## config.mk

```make
export PLATFORM = sky130hd
export DESIGN_NAME = mem_access
export DESIGN_NICKNAME = d
export VERILOG_FILES = /design/src/rtl/mem_access.sv
export SDC_FILE = /design/constraint.sdc
export NUM_CORES = 1
export LEC_CHECK = 0
export ABC_AREA = 0
export CAP_MARGIN = 20
export CORE_ASPECT_RATIO = 0.7
export CORE_MARGIN = 5
export CORE_UTILIZATION = 45
export DETAILED_ROUTE_END_ITERATION = 10
export DONT_BUFFER_PORTS = 1
export PLACE_DENSITY_LB_ADDON = 0.12
export SLEW_MARGIN = 20
export SYNTH_ARGS = -nofsm -noshare
export SYNTH_HDL_FRONTEND = slang
export SYNTH_SLANG_ARGS = --single-unit
```

## constraint.sdc

```tcl
create_clock -name clk -period 6.9 [get_ports clk]
set_input_delay 1.38 -clock clk [delete_from_list [all_inputs] [get_ports clk]]
set_output_delay 1.38 -clock clk [all_outputs]
set_load 0.01 [all_outputs]
```

## src/rtl/mem_access.sv

```systemverilog
// MEM pipeline stage: runs loads/stores over a req/ack bus with wait states,
// formats big-endian byte/half/word data and holds its result while MEM is stalled.
module mem_access (
    input  logic        clk,
    input  logic        rst,
    input  logic        wrn_i,
    input  logic [4:0]  wrAddr_i,
    input  logic [31:0] wrData_i,
    input  logic        wrn_HILO_i,
    input  logic [31:0] wrData_HI_i,
    input  logic [31:0] wrData_LO_i,
    input  logic [3:0]  memop_i,
    input  logic [31:0] memAddr_i,
    input  logic [31:0] memData_i,
    input  logic [5:0]  stall,
    input  logic        flush_i,
    output logic        mem_req_o,
    output logic        mem_we_o,
    output logic [31:0] mem_addr_o,
    output logic [3:0]  mem_sel_o,
    output logic [31:0] mem_wdata_o,
    input  logic [31:0] mem_rdata_i,
    input  logic        mem_ack_i,
    output logic        stallreq_o,
    output logic        misalign_o,
    output logic        wrn_o,
    output logic [4:0]  wrAddr_o,
    output logic [31:0] wrData_o,
    output logic        wrn_HILO_o,
    output logic [31:0] wrData_HI_o,
    output logic [31:0] wrData_LO_o
);
    localparam logic [1:0] S_IDLE = 2'd0, S_BUS = 2'd1, S_DONE = 2'd2, S_DRAIN = 2'd3;
    localparam logic [3:0] OP_LB = 4'd1, OP_LBU = 4'd2, OP_LH = 4'd3, OP_LHU = 4'd4,
                           OP_LW = 4'd5, OP_SB = 4'd8, OP_SH = 4'd9, OP_SW = 4'd10;

    logic [1:0]  r_state;
    logic [3:0]  r_memop;
    logic [1:0]  r_off;
    logic        r_we;
    logic [31:0] r_addr;
    logic [3:0]  r_sel;
    logic [31:0] r_wdata;
    logic        r_wrn;
    logic [4:0]  r_wr_addr;
    logic [31:0] r_wr_data;
    logic        r_wrn_hilo;
    logic [31:0] r_hi;
    logic [31:0] r_lo;

    logic        w_in_load, w_in_store, w_in_misalign;
    logic [3:0]  w_in_sel;
    logic [31:0] w_in_wdata;
    logic        w_go, w_ack_cap;
    logic [3:0]  w_op;
    logic [1:0]  w_off;
    logic [7:0]  w_byte;
    logic [15:0] w_half;
    logic [31:0] w_live_data;
    logic        w_unused;

    assign w_unused = ^{stall[5], stall[3:0]};

    always_comb begin
        w_in_load     = 1'b0;
        w_in_store    = 1'b0;
        w_in_misalign = 1'b0;
        w_in_sel      = 4'b0000;
        w_in_wdata    = 32'h0;
        case (memop_i)
            OP_LB, OP_LBU: begin
                w_in_load = 1'b1;
                w_in_sel  = 4'b1000 >> memAddr_i[1:0];
            end
            OP_LH, OP_LHU: begin
                w_in_load     = 1'b1;
                w_in_misalign = memAddr_i[0];
                w_in_sel      = memAddr_i[1] ? 4'b0011 : 4'b1100;
            end
            OP_LW: begin
                w_in_load     = 1'b1;
                w_in_misalign = |memAddr_i[1:0];
                w_in_sel      = 4'b1111;
            end
            OP_SB: begin
                w_in_store = 1'b1;
                w_in_sel   = 4'b1000 >> memAddr_i[1:0];
                w_in_wdata = {4{memData_i[7:0]}};
            end
            OP_SH: begin
                w_in_store    = 1'b1;
                w_in_misalign = memAddr_i[0];
                w_in_sel      = memAddr_i[1] ? 4'b0011 : 4'b1100;
                w_in_wdata    = {2{memData_i[15:0]}};
            end
            OP_SW: begin
                w_in_store    = 1'b1;
                w_in_misalign = |memAddr_i[1:0];
                w_in_sel      = 4'b1111;
                w_in_wdata    = memData_i;
            end
            default: ;
        endcase
    end

    assign w_go      = (w_in_load | w_in_store) & ~w_in_misalign & ~flush_i;
    assign w_ack_cap = mem_ack_i & ~flush_i & ((r_state == S_IDLE & w_go) | (r_state == S_BUS));

    // Once the access has left IDLE the latched op decides formatting, not the live input.
    assign w_op  = (r_state == S_IDLE) ? memop_i : r_memop;
    assign w_off = (r_state == S_IDLE) ? memAddr_i[1:0] : r_off;

    always_comb begin
        case (w_off)
            2'd0:    w_byte = mem_rdata_i[31:24];
            2'd1:    w_byte = mem_rdata_i[23:16];
            2'd2:    w_byte = mem_rdata_i[15:8];
            default: w_byte = mem_rdata_i[7:0];
        endcase
        w_half = w_off[1] ? mem_rdata_i[15:0] : mem_rdata_i[31:16];
        case (w_op)
            OP_LB:   w_live_data = {{24{w_byte[7]}}, w_byte};
            OP_LBU:  w_live_data = {24'h0, w_byte};
            OP_LH:   w_live_data = {{16{w_half[15]}}, w_half};
            OP_LHU:  w_live_data = {16'h0, w_half};
            OP_LW:   w_live_data = mem_rdata_i;
            default: w_live_data = wrData_i;
        endcase
    end

    // Reset also gates the pass-through paths so every output reads 0 while rst is low.
    always_comb begin
        mem_req_o   = 1'b0;
        mem_we_o    = 1'b0;
        mem_addr_o  = 32'h0;
        mem_sel_o   = 4'b0000;
        mem_wdata_o = 32'h0;
        stallreq_o  = 1'b0;
        misalign_o  = 1'b0;
        wrn_o       = 1'b0;
        wrAddr_o    = 5'd0;
        wrData_o    = 32'h0;
        wrn_HILO_o  = 1'b0;
        wrData_HI_o = 32'h0;
        wrData_LO_o = 32'h0;
        if (rst) begin
            wrAddr_o    = wrAddr_i;
            wrData_o    = w_live_data;
            wrData_HI_o = wrData_HI_i;
            wrData_LO_o = wrData_LO_i;
            case (r_state)
                S_IDLE: begin
                    mem_req_o  = w_go;
                    if (w_go) begin
                        mem_we_o    = w_in_store;
                        mem_addr_o  = {memAddr_i[31:2], 2'b00};
                        mem_sel_o   = w_in_sel;
                        mem_wdata_o = w_in_wdata;
                    end
                    misalign_o = w_in_misalign & ~flush_i;
                    stallreq_o = w_go & ~mem_ack_i;
                    wrn_o      = wrn_i & ~flush_i & ~w_in_misalign & ~(w_go & ~mem_ack_i);
                    wrn_HILO_o = wrn_HILO_i & ~flush_i & ~(w_go & ~mem_ack_i);
                end
                S_BUS: begin
                    mem_req_o   = 1'b1;
                    mem_we_o    = r_we;
                    mem_addr_o  = r_addr;
                    mem_sel_o   = r_sel;
                    mem_wdata_o = r_wdata;
                    stallreq_o  = ~mem_ack_i;
                    wrn_o       = wrn_i & mem_ack_i & ~flush_i;
                    wrn_HILO_o  = wrn_HILO_i & mem_ack_i & ~flush_i;
                end
                S_DONE: begin
                    wrn_o       = r_wrn & ~flush_i;
                    wrAddr_o    = r_wr_addr;
                    wrData_o    = r_wr_data;
                    wrn_HILO_o  = r_wrn_hilo & ~flush_i;
                    wrData_HI_o = r_hi;
                    wrData_LO_o = r_lo;
                end
                default: begin
                    mem_req_o   = 1'b1;
                    mem_we_o    = r_we;
                    mem_addr_o  = r_addr;
                    mem_sel_o   = r_sel;
                    mem_wdata_o = r_wdata;
                    stallreq_o  = 1'b1;
                end
            endcase
        end
    end

    always_ff @(posedge clk or negedge rst) begin
        if (!rst) begin
            r_state    <= S_IDLE;
            r_memop    <= 4'd0;
            r_off      <= 2'd0;
            r_we       <= 1'b0;
            r_addr     <= 32'h0;
            r_sel      <= 4'b0000;
            r_wdata    <= 32'h0;
            r_wrn      <= 1'b0;
            r_wr_addr  <= 5'd0;
            r_wr_data  <= 32'h0;
            r_wrn_hilo <= 1'b0;
            r_hi       <= 32'h0;
            r_lo       <= 32'h0;
        end else begin
            if (w_ack_cap) begin
                r_wrn      <= wrn_i;
                r_wr_addr  <= wrAddr_i;
                r_wr_data  <= w_live_data;
                r_wrn_hilo <= wrn_HILO_i;
                r_hi       <= wrData_HI_i;
                r_lo       <= wrData_LO_i;
            end
            case (r_state)
                S_IDLE: if (w_go) begin
                    r_memop <= memop_i;
                    r_off   <= memAddr_i[1:0];
                    r_we    <= w_in_store;
                    r_addr  <= {memAddr_i[31:2], 2'b00};
                    r_sel   <= w_in_sel;
                    r_wdata <= w_in_wdata;
                    if (!mem_ack_i)   r_state <= S_BUS;
                    else if (stall[4]) r_state <= S_DONE;
                end
                S_BUS: begin
                    if (mem_ack_i)    r_state <= (!flush_i && stall[4]) ? S_DONE : S_IDLE;
                    else if (flush_i) r_state <= S_DRAIN;
                end
                S_DONE:  if (!stall[4] || flush_i) r_state <= S_IDLE;
                default: if (mem_ack_i) r_state <= S_IDLE;
            endcase
        end
    end
endmodule

```

Word-level counts from Yosys, hierarchy flattened
Cells that the tools add are included.
{ "totals": {"reg_bits": 178, "elab_cells": 124, "output_inout_bits": 175, "in_bits": 213} }
{ "classes": {"n_eq_ne": 21, "reduce_logical": 15, "mux": 50, "n_bitwise": 24, "shifts": 1} }
{ "op_table": {"columns": ["op", "count"], "rows": [
  ["32-bit 2-to-1 mux", 10],
  ["32-bit one-hot mux with 5 select lines", 1],
  ["32-bit one-hot mux with 2 select lines", 2],
  ["32-bit one-hot mux with 3 select lines", 1],
  ["8-bit one-hot mux with 3 select lines", 1],
  ["1-bit bitwise AND", 18],
  ["2-bit 2-to-1 mux", 9],
  ["4-bit by 2-bit == test with 1-bit output (second input constant)", 4],
  ["4-bit by 3-bit == test with 1-bit output (second input constant)", 4],
  ["16-bit 2-to-1 mux", 1],
  ["4-bit 2-to-1 mux", 4],
  ["4-bit == test (second input constant)", 3],
  ["4-bit one-hot mux with 3 select lines", 1],
  ["1-bit 2-to-1 mux", 10],
  ["5-bit 2-to-1 mux", 2],
  ["1-bit one-hot mux with 3 select lines", 3],
  ["3-bit OR reduction", 3],
  ["4-bit by 1-bit == test with 1-bit output (second input constant)", 2],
  ["4-bit one-hot mux with 2 select lines", 1],
  ["3-bit inequality test (second input constant)", 2],
  ["1-bit one-hot mux with 2 select lines", 3],
  ["2-bit one-hot mux with 3 select lines", 1],
  ["5-bit AND reduction", 1],
  ["5-bit OR reduction", 1],
  ["13 further kinds", 23]
]} }

Longest topological paths before layout
Gate-level depths: netlist of the first run.
{ "logic_depth": {"word_depth": 11, "mapped_depth": 11, "depth_no_buf": 7} }

Worst setup path before layout of the first run
Ideal clock, no wire load.
{ "synth_timing": {"path_kind": "input -> output", "startpoint": "input memop_i[2]", "endpoint": "output wrData_o[28]", "path_stages": 8, "required_time_ns": 5.520, "slack_ns": 2.379, "t_arrival_ns": 3.141, "n_path_buf": 3, "cell_sequence": "buf_2 buf_2 nor4bb_1 a2bb2oi_1 a22oi_2 buf_2 a311o_1 a21boi_1"} }
{ "synth_between": {"elab_chain_cells": 5, "elab_cells_between_ends": 9, "cone_classes": "5 x eq/ne; 4 x mux"} }
{ "synth_lines": {"columns": ["element", "line", "rtl"], "rows": [
  ["start, declared", "12", "input logic [3:0] memop_i,"],
  ["4-bit 2-to-1 mux (*)", "110", "assign w_op = (r_state == S_IDLE) ? memop_i : r_memop;"],
  ["4-bit by 3-bit == test with 1-bit output, or another cell as far along", "121", "case (w_op)"],
  ["32-bit one-hot mux with 5 select lines (*)", "121", null],
  ["32-bit 2-to-1 mux (*)", "151", "case (r_state)"],
  ["32-bit 2-to-1 mux (*)", "146", "if (rst) begin"],
  ["end, declared", "28", "output logic [31:0] wrData_o,"]
]} }
Every way passes the cells marked *; elsewhere a longest branch is shown, timed or not.

Worst setup path in the final report of the first run
{ "layout_timing": {"startpoint": "register r_state[0]", "endpoint": "output wrData_o[1]"} }
{ "layout_between": {"elab_chain_cells": 7, "elab_cells_between_ends": 17, "cone_classes": "8 x eq/ne; 7 x mux; 2 x reduce/logical"} }
{ "layout_lines": {"columns": ["element", "line", "rtl"], "rows": [
  ["start, declared", "37", "logic [1:0] r_state;"],
  ["start signal, assigned", "231", "if (mem_ack_i) r_state <= (!flush_i && stall[4]) ? S_DONE : S_IDLE;"],
  ["2-bit logical NOT", "110, 111", null],
  ["2-bit 2-to-1 mux", "111", "assign w_off = (r_state == S_IDLE) ? memAddr_i[1:0] : r_off;"],
  ["2-bit == test, or another cell as far along", "114", "case (w_off)"],
  ["8-bit one-hot mux with 3 select lines", "114", null],
  ["32-bit one-hot mux with 5 select lines", "121", null],
  ["32-bit 2-to-1 mux (*)", "151", null],
  ["32-bit 2-to-1 mux (*)", "146", null]
]} }
Marks and branches as above.

==> results of run 1 <==
==> how the worst max path moves through the flow <==
stage,start,end,slack [ps],cells past startpoint
6_report,r_state[0],wrData_o[1],1400,9
5_1_grt,r_state[0],wrData_o[0],1150,9
4_1_cts,r_state[0],wrData_o[1],1430,9
3_5_place_dp,memop_i[3],wrData_o[1],1840,7
3_3_place_gp,memop_i[3],wrData_o[1],1830,7
2_1_floorplan,memop_i[2],wrData_o[28],2380,8
==> critical path: stages, from the launching register on <==
cell and delay, ps:
dfrtp_1 410, inv_1 150, ha_1 700, nand2b_1 240
a211oi_4 240, buf_4 340, or2_2 570, buf_4 440
o21ai_0 120, o21ai_0 450
==> cells by family after synthesis <==
logic type                 synth area share, %
and+or+nand+nor                           15.8
adders and majority gates                0.601
AOI/OAI and AO/OA                         18.8
DFF                                       38.2
xor gates and xnor gates                 0.225
other                                   0.0322
muxes                                     21.2
buffers and inverters                     5.14
==> metrics by stage <==
step / util [%] / instances / total power [mW] / cell area (sq um) / hold WS, ps
after floorplan: - / 1206 / 3.77 / 11700 / 446
after global placement: 45.7 / 1444 / 4.18 / 11700 / 457
after detailed placement: 45.7 / 1444 / 4.23 / 11700 / 462
after CTS: 47.9 / 1476 / 5.21 / 12300 / 480
after global routing: 47.9 / 1476 / 5.52 / 12300 / 497
final: 47.9 / 1476 / 5.17 / 12300 / 475
==> state kept, by name, summed over array words and instances, names as in the netlist <==
| signal | flops |
|---|---|
| r_hi | 32 |
| r_lo | 32 |
| r_wdata | 32 |
| r_wr_data | 32 |
| r_addr | 30 |
| r_wr_addr | 5 |
| r_memop | 4 |
| r_sel | 4 |
| r_off | 2 |
| r_state | 2 |
| r_we | 1 |
| r_wrn | 1 |
| r_wrn_hilo | 1 |
==> power by group through the flow <==
stage | Clock, mW | Combinational [mW] | Sequential [mW]
4_1_cts | 0.987 | 2.47 | 1.76
6_report | 0.951 | 2.45 | 1.76
5_1_grt | 1.03 | 2.68 | 1.82
2_1_floorplan | 0 | 2.08 | 1.69
3_3_place_gp | 0 | 2.43 | 1.75
3_5_place_dp | 0 | 2.47 | 1.76
==> per-layer routing <==
layer  global-route usage (%)  vias up  part of all wire (%)
met3                     9.69       29                    11
li1                         -     4190                     -
met2                     34.0      346                    44
met1                     31.5     4437                    43
met4                     5.36        0                   1.5
met5                        0        -                     0
==> placed cells by master, fill, tap and decap left out, types with 4 or more instances in the layout <==
cell type,netlist,routed
nand2_1,237,237
dfrtp_1,178,178
o21ai_0,85,85
nor2b_1,77,77
mux2i_1,74,74
mux2_4,63,63
mux2_2,52,52
a22o_1,44,44
a21boi_0,33,33
nor3_1,29,29
a22oi_1,20,20
a31oi_1,17,17
clkbuf_16,0,17
a311o_1,16,16
inv_1,15,15
a21oi_1,14,14
a21boi_1,13,13
buf_4,6,13
nor2_1,12,11
o221ai_1,8,8
mux4_2,8,8
a41oi_1,8,8
a221oi_1,7,7
and4_1,7,7
o2bb2ai_1,7,7
nand3_1,7,6
a21o_1,6,6
nand2b_1,4,4
o21a_1,4,4
clkinvlp_4,0,4
inv_6,0,4
==> final cells by class <==
| type | count | area, sq um | area share, % |
|---|---|---|---|
| clock buffer | 20 | 467 | 3.80 |
| clock inverter | 12 | 96.3 | 0.785 |
| inverter | 15 | 56.3 | 0.459 |
| multi-input combinational | 906 | 6670 | 54.3 |
| sequential | 178 | 4450 | 36.3 |
| tap | 331 | 414 | 3.37 |
| timing repair buffer | 14 | 118 | 0.958 |
==> Yosys cell counts, types with 3 or more instances <==
master,count
nor2b_1,77
nand2_1,237
a21boi_0,33
buf_1,7
a21boi_1,13
mux2i_1,74
a31oi_1,17
mux2_2,52
and2_1,4
mux2_4,63
inv_1,15
nor2_1,12
buf_8,6
nand2b_1,4
a311o_1,16
a21oi_1,14
clkbuf_1,57
buf_4,6
a21o_1,6
ha_1,4
dfrtp_1,178
nor3_1,29
o2bb2ai_1,7
nand3_1,7
a22oi_1,20
buf_2,28
o221ai_1,8
o21a_1,4
o21ai_0,85
a41oi_1,8
and4_1,7
a22o_1,44
mux4_2,8
xnor2_1,3
a221oi_1,7
==> flow_metrics.tcl, run 1 <==
set metrics [dict create \
    yosys_warnings 0 \
    netlist_instances 1205 \
    synth_area_sq_um 11700 \
    post-cts-setup-buffers 0 \
    io_pins 388 \
    clk_path_buf_depth 2 \
    die_y_um 145 \
    hold_viol 0 \
    grt_pass1_vias 8657 \
    viasPerCell 6.10 \
    async_flop_share_pct 100 \
    cts_resized 0 \
    gp_congestion 0.842 \
    crit-reg2reg-launch "r_state[0]" \
    cts.sinks 178 \
    netSwitchingPower_mw 2.06 \
    netSwitchingFraction_pct 39.9 \
    ant_nets 0 \
    drc 0 \
    initial_core_util_pct 45.5 \
    seq_power_share_pct 34.1 \
    drive_gt1_share_pct 16.5 \
    place_ws_ps 1840 \
    synth_edf_count 0 \
    drt_first_pass_iters 5 \
    rr_endpoint "r_lo[25]" \
    slew_headroom_pct 34.1 \
    drtIter0Drc 617 \
    worstHoldStart "r_off[0]" \
    grt_first_pass_wirelength_um 53000 \
    yosys.area.top_type "dfrtp_1" \
    worstSetupPathType "flip-flop to output pin" \
    worst_pin_slew_ps 984 \
    antennaDiodeCount 0 \
    netlist.area_leader.share_pct 38.2 \
    clock_power_share_pct 18.4 \
    wirelength_um 35300 \
    fin_worst_skew_ps 13.5 \
    fmax_mhz 182 \
    rsz0062_at_grt "false" \
    synth-seq-cells 178 \
    nFillCells 2428 \
    wire_per_inst_um 23.9 \
    port_buffers 0 \
    htreeDepth 4 \
    hold_path_end "r_off[0]" \
    cts-root-buf "clkbuf_16" \
    final_net_count 1349 \
    grt_max_degree 311 \
    required_ps 5520 \
    num_vias 9002 \
    die_w_um 202 \
    worstPathMaxFanout 38 \
    p_leak_nw 5.16 \
    overflow 0 \
    reg2reg_setup_slack_ps 2940 \
    period_minus_slack_ps 5500 \
    status "finished clean" \
    synthToLayoutAreaGrowth_pct 5.25 \
    grtUsageTotal_pct 22.9 \
    cts_buffers 17 \
    core_sq_um 25600 \
    clk_pin_slew_ps 70 \
    cap_violations 0 \
    core.rowCount 49 \
    antenna_found_initial 1 \
    worst_skew_pair.late_latency_ps 430 \
    startpoint_type "flip-flop" \
    hold_buffers 0 \
    maxSlewViolCount 0 \
    cts_tree "yes" \
    hpwl_um 24300 \
    comb_power_share_pct 47.5 \
    synth-main-ff-cell "dfrtp_1" \
    r2r_cells 8 \
    syn_avg_cell_area_sq_um 9.68 \
    finalCritPeriodShare_pct 79.7 \
    setup_ws_ps 1400 \
    power.internal_mw 3.11 \
    power_density_nw_per_um2 421 \
    fin_tns_setup_ps 0 \
    die_area_sq_um 29300 \
    synthTopCellsByArea "dfrtp_1 38%, mux2_4 8.1%, nand2_1 7.6%, mux2i_1 6.4%, mux2_2 5.0%" \
    synth.distinct_cells 70 \
    end_kind "output pin" \
    ys_seq_area_share_pct 38.2 \
    hold_depth 2 \
    arrival_ps 4120 \
    hold_class "flip-flop to flip-flop" \
    vdd_drop_max_v 0.000182 \
    finalSetupViolations 0 \
]
Power figures use the tool's default switching activity.
==> inputs of run 2 (changes only) <==
Clock period 6.9 ns to 5.15 ns, I/O delays scaled along.
==> flow_metrics.tcl, run 2 (synthesis gave the netlist of run 1 again) <==
set metrics [dict create \
    rr_endpoint "r_lo[30]" \
    place_ws_ps 762 \
    grt_first_pass_wirelength_um 53000 \
    path_depth 7 \
    antenna_found_initial 0 \
    finalSetupViolations 0 \
    status "finished clean" \
    seqCellArea_sq_um 4450 \
    power_density_nw_per_um2 566 \
    io_pins 388 \
    core_sq_um 25600 \
    hold_viol 0 \
    hold_buffers 0 \
    fmax_mhz 205 \
    required_ps 4120 \
    end_kind "output pin" \
    cts_tree "yes" \
    port_buffers 0 \
    reg2reg_setup_slack_ps 1490 \
    wire_per_inst_um 23.6 \
    core.rowCount 49 \
    maxSlewViolCount 0 \
    cpPeakStageDelay_ps 590 \
    crit_path_end "wrData_o[11]" \
    fin_worst_skew_ps 15.0 \
    cts_buffers 17 \
    multi_input_area_sq_um 6670 \
    hold_class "input pin to async pin" \
    post-cts-setup-buffers 0 \
    cp-startpoint "r_state[0]" \
    drc 0 \
    wirelength_um 35200 \
    final_cell_mix "237 x nand2_1, 178 x dfrtp_1, 85 x o21ai_0" \
    place_inst 1456 \
    grt_pass1_vias 8611 \
    cp_cell_sequence "inv_1 > ha_1 > mux2i_2 > mux4_2 > o22ai_1 > a221oi_1 > o21ai_0" \
    cts.sinks 178 \
    period_minus_slack_ps 4880 \
    overflow 0 \
    finalCritPeriodShare_pct 94.7 \
    clk_path_buf_depth 2 \
    initial_core_util_pct 45.5 \
    clk_pin_slew_ps 70 \
    nFillCells 2371 \
    worst_skew_pair.late_latency_ps 450 \
    cap_violations 0 \
    hpwl_um 24600 \
    crit-reg2reg-launch "r_state[0]" \
    path_delay_family "compound AO/OA/AOI/OAI gates" \
    drtIter0Drc 682 \
    setup_ws_ps 272 \
    startpoint_type "flip-flop" \
    fin_tns_setup_ps 0 \
    cts-root-buf "clkbuf_16" \
    viasPerCell 6.08 \
    die_area_sq_um 29300 \
    worst_pin_slew_ps 1110 \
    cpMaxStageDelayCell "mux4_2" \
    htreeDepth 4 \
    r2r_cells 8 \
    synthToLayoutAreaGrowth_pct 6.53 \
    cp_num_buf_inv 1 \
    drive_gt1_share_pct 17.2 \
    die_y_um 145 \
    final_net_count 1361 \
    ant_nets 0 \
    worstPathMaxFanout 11 \
    vdd_drop_max_v 0.000237 \
    gp_congestion 0.853 \
    final_cells 1487 \
    num_vias 9046 \
    antennaDiodeCount 0 \
    grt_max_degree 311 \
    drt_first_pass_iters 5 \
    arrival_ps 3850 \
    p_leak_nw 5.25 \
    final_common_cell "nand2_1" \
    die_w_um 202 \
    slew_headroom_pct 26.0 \
    grtUsageTotal_pct 22.9 \
    worstSetupPathType "flip-flop to output pin" \
    cts_resized 0 \
    rsz0062_at_grt "false" \
]
## run 2: power breakdown
group | total [mW] | internal, mW | switching (mW)
combinational | 3.36 | 1.54 | 1.82
sequential | 2.36 | 2.01 | 0.349
clock | 1.32 | 0.683 | 0.633
total | 7.03 | 4.23 | 2.80
## run 2: how the worst min path moves through the flow
stage / to / startpoint / depth (start not counted)
after floorplan: r_addr[10] / r_addr[10] / 2
after global placement: r_addr[9] / r_addr[9] / 2
after detailed placement: r_addr[21] / r_addr[21] / 2
after CTS: r_wdata[7] / rst / 0
after global routing: r_wdata[7] / rst / 0
final: r_wdata[7] / rst / 0
## run 2: cell type report
type,count,area share (%)
well taps,331,3.33
multi-input cells,906,53.7
flip-flops and latches,178,35.9
clock inverters,14,1.20
inverters,15,0.453
repair buffers,26,2.07
clock buffers,17,3.42
## run 2: through the flow
| stage | util (%) | power, mW | hold WS [ps] | cell area [sq um] |
|---|---|---|---|---|
| 2_1_floorplan | - | 5.05 | 446 | 11700 |
| 5_1_grt | 48.5 | 7.53 | 249 | 12400 |
| 3_5_place_dp | 46.2 | 5.74 | 462 | 11800 |
| 4_1_cts | 48.5 | 7.09 | 263 | 12400 |
| 3_3_place_gp | 46.2 | 5.66 | 457 | 11800 |
| 6_report | 48.5 | 7.03 | 278 | 12400 |
## run 2: worst reg2reg max path: stages, from the launching register on
cell and delay (ps):
dfrtp_1 400, inv_1 140, ha_1 540, inv_1 140
a2111oi_2 320, and3_2 850, o21ai_4 460, buf_4 380
mux2_4 320
## run 2: layer usage
metal,global-route usage (%),part of all wire [%],wire length (um),up-vias
li1,-,-,-,4214
met1,32.0,45,15700,4500
met2,34.1,45,15700,318
met3,9.85,10,3590,14
met4,3.57,0.75,265,0
met5,0,0,0,-
==> inputs of run 3 (changes only) <==
Clock period 5.15 ns to 6.1 ns, I/O delays scaled along.
==> flow_metrics.tcl, run 3 (synthesis gave the netlist of run 1 again) <==
set metrics [dict create \
    status "finished clean" \
    fmax_mhz 189 \
    grt_pass1_vias 8546 \
    finalCritPeriodShare_pct 86.7 \
    core_sq_um 25600 \
    hpwl_um 24300 \
    clk_pin_slew_ps 70 \
    cp_cell_sequence "inv_1 > ha_1 > mux2i_2 > mux4_2 > o22ai_1 > a221oi_1 > o21ai_0" \
    final_common_cell "nand2_1" \
    final_area_sq_um 12300 \
    drt_first_pass_iters 5 \
    die_y_um 145 \
    cap_violations 0 \
    final_net_count 1350 \
    multi_input_area_sq_um 6670 \
    power_density_nw_per_um2 477 \
    seqCellArea_sq_um 4450 \
    startpoint_type "flip-flop" \
    total_power_mw 5.86 \
    cts_buffers 17 \
    cts-root-buf "clkbuf_16" \
    period_minus_slack_ps 5290 \
    cts_resized 0 \
    overflow 0 \
    cts_tree "yes" \
    cpPeakStageDelay_ps 690 \
    num_vias 8971 \
    wire_per_inst_um 23.8 \
    wirelength_um 35200 \
    end_kind "output pin" \
    cts.sinks 178 \
    p_leak_nw 5.17 \
    arrival_ps 4070 \
    hold_viol 0 \
    clk_path_buf_depth 2 \
    hold_buffers 0 \
    drtIter0Drc 646 \
    worstSetupPathType "flip-flop to output pin" \
    initial_core_util_pct 45.5 \
    fin_tns_setup_ps 0 \
    synthToLayoutAreaGrowth_pct 5.31 \
    worst_pin_slew_ps 974 \
    vdd_drop_max_v 0.000229 \
    grt_first_pass_wirelength_um 52600 \
    drive_gt1_share_pct 16.5 \
    grt_max_degree 311 \
    fin_worst_skew_ps 15.9 \
    worst_skew_pair.late_latency_ps 440 \
    port_buffers 0 \
    core.rowCount 49 \
    hold_class "input pin to async pin" \
    final_cell_mix "237 x nand2_1, 178 x dfrtp_1, 85 x o21ai_0" \
    rsz0062_at_grt "false" \
    placed_area_sq_um 11700 \
    post-cts-setup-buffers 0 \
    path_delay_family "compound AO/OA/AOI/OAI gates" \
    cp_num_buf_inv 1 \
    finalSetupViolations 0 \
    slew_headroom_pct 35.1 \
    die_area_sq_um 29300 \
    gp_congestion 0.855 \
    required_ps 4880 \
    worstPathMaxFanout 18 \
    antennaDiodeCount 0 \
    antenna_found_initial 1 \
    die_w_um 202 \
    nFillCells 2390 \
    htreeDepth 4 \
    grtUsageTotal_pct 22.8 \
    maxSlewViolCount 0 \
    io_pins 388 \
    drc 0 \
    cpMaxStageDelayCell "ha_1" \
    viasPerCell 6.07 \
    ant_nets 0 \
]
## run 3: cell types whose count changed in the layout (fill, tap and decap cells not counted), sizes merged
cell / change
buf: -11
clkbuf: +2
clkinvlp: +2
bufinv: -1
clkinv: -1
inv: -1
## run 3: power by group
part / total (mW) / internal [mW] / switching, mW
logic: 2.78 / 1.26 / 1.52
clock network: 1.09 / 0.549 / 0.539
registers: 1.99 / 1.69 / 0.298
## run 3: metrics by stage
step                      utilization [%]  std cells  worst slack, ps  hold WS [ps]
after floorplan                         -       1206             1900           446
after global placement               45.7       1445             1380           458
after detailed placement             45.7       1445             1330           462
after CTS                            47.9       1477              836           453
after global routing                 47.9       1477              498           442
final                                47.9       1477              813           477
## run 3: final timing paths
path	start	end	slack [ps]	cells after the start
worst min register to register	r_addr[26]	r_addr[26]	480	2
worst max-delay path	r_state[0]	wrData_o[13]	810	7
worst max register to register	r_state[0]	r_lo[17]	2600	8
min in group clk	r_addr[26]	r_addr[26]	480	2
worst min-delay path	rst	r_wdata[7]	480	0
max in group asynchronous	rst	r_wr_data[2]	4870	0
## run 3: layout make-up
class,count,share of cell area [%]
inverters,15,0.459
flip-flops and latches,178,36.3
clock inverters,13,0.978
clock buffers,19,3.61
multi-input cells,906,54.3
repair buffers,15,1.02
well taps,331,3.37
## run 3: worst register-to-register path, delay by kind of cell, from the launching register on
family / cells / cell delay [ps]
buffers and inverters: 3 / 580
muxes: 1 / 440
adders and majority gates: 1 / 690
DFF: 1 / 410
and+or+nand+nor: 1 / 850
AOI/OAI and AO/OA: 2 / 420
## run 3: layer usage
| layer | track usage, % | routed length, um | up-vias |
|---|---|---|---|
| met3 | 9.69 | 3890 | 18 |
| met5 | 0 | 0 | - |
| met4 | 4.25 | 289 | 0 |
| met1 | 31.5 | 15400 | 4402 |
| li1 | - | - | 4186 |
| met2 | 34.1 | 15600 | 365 |
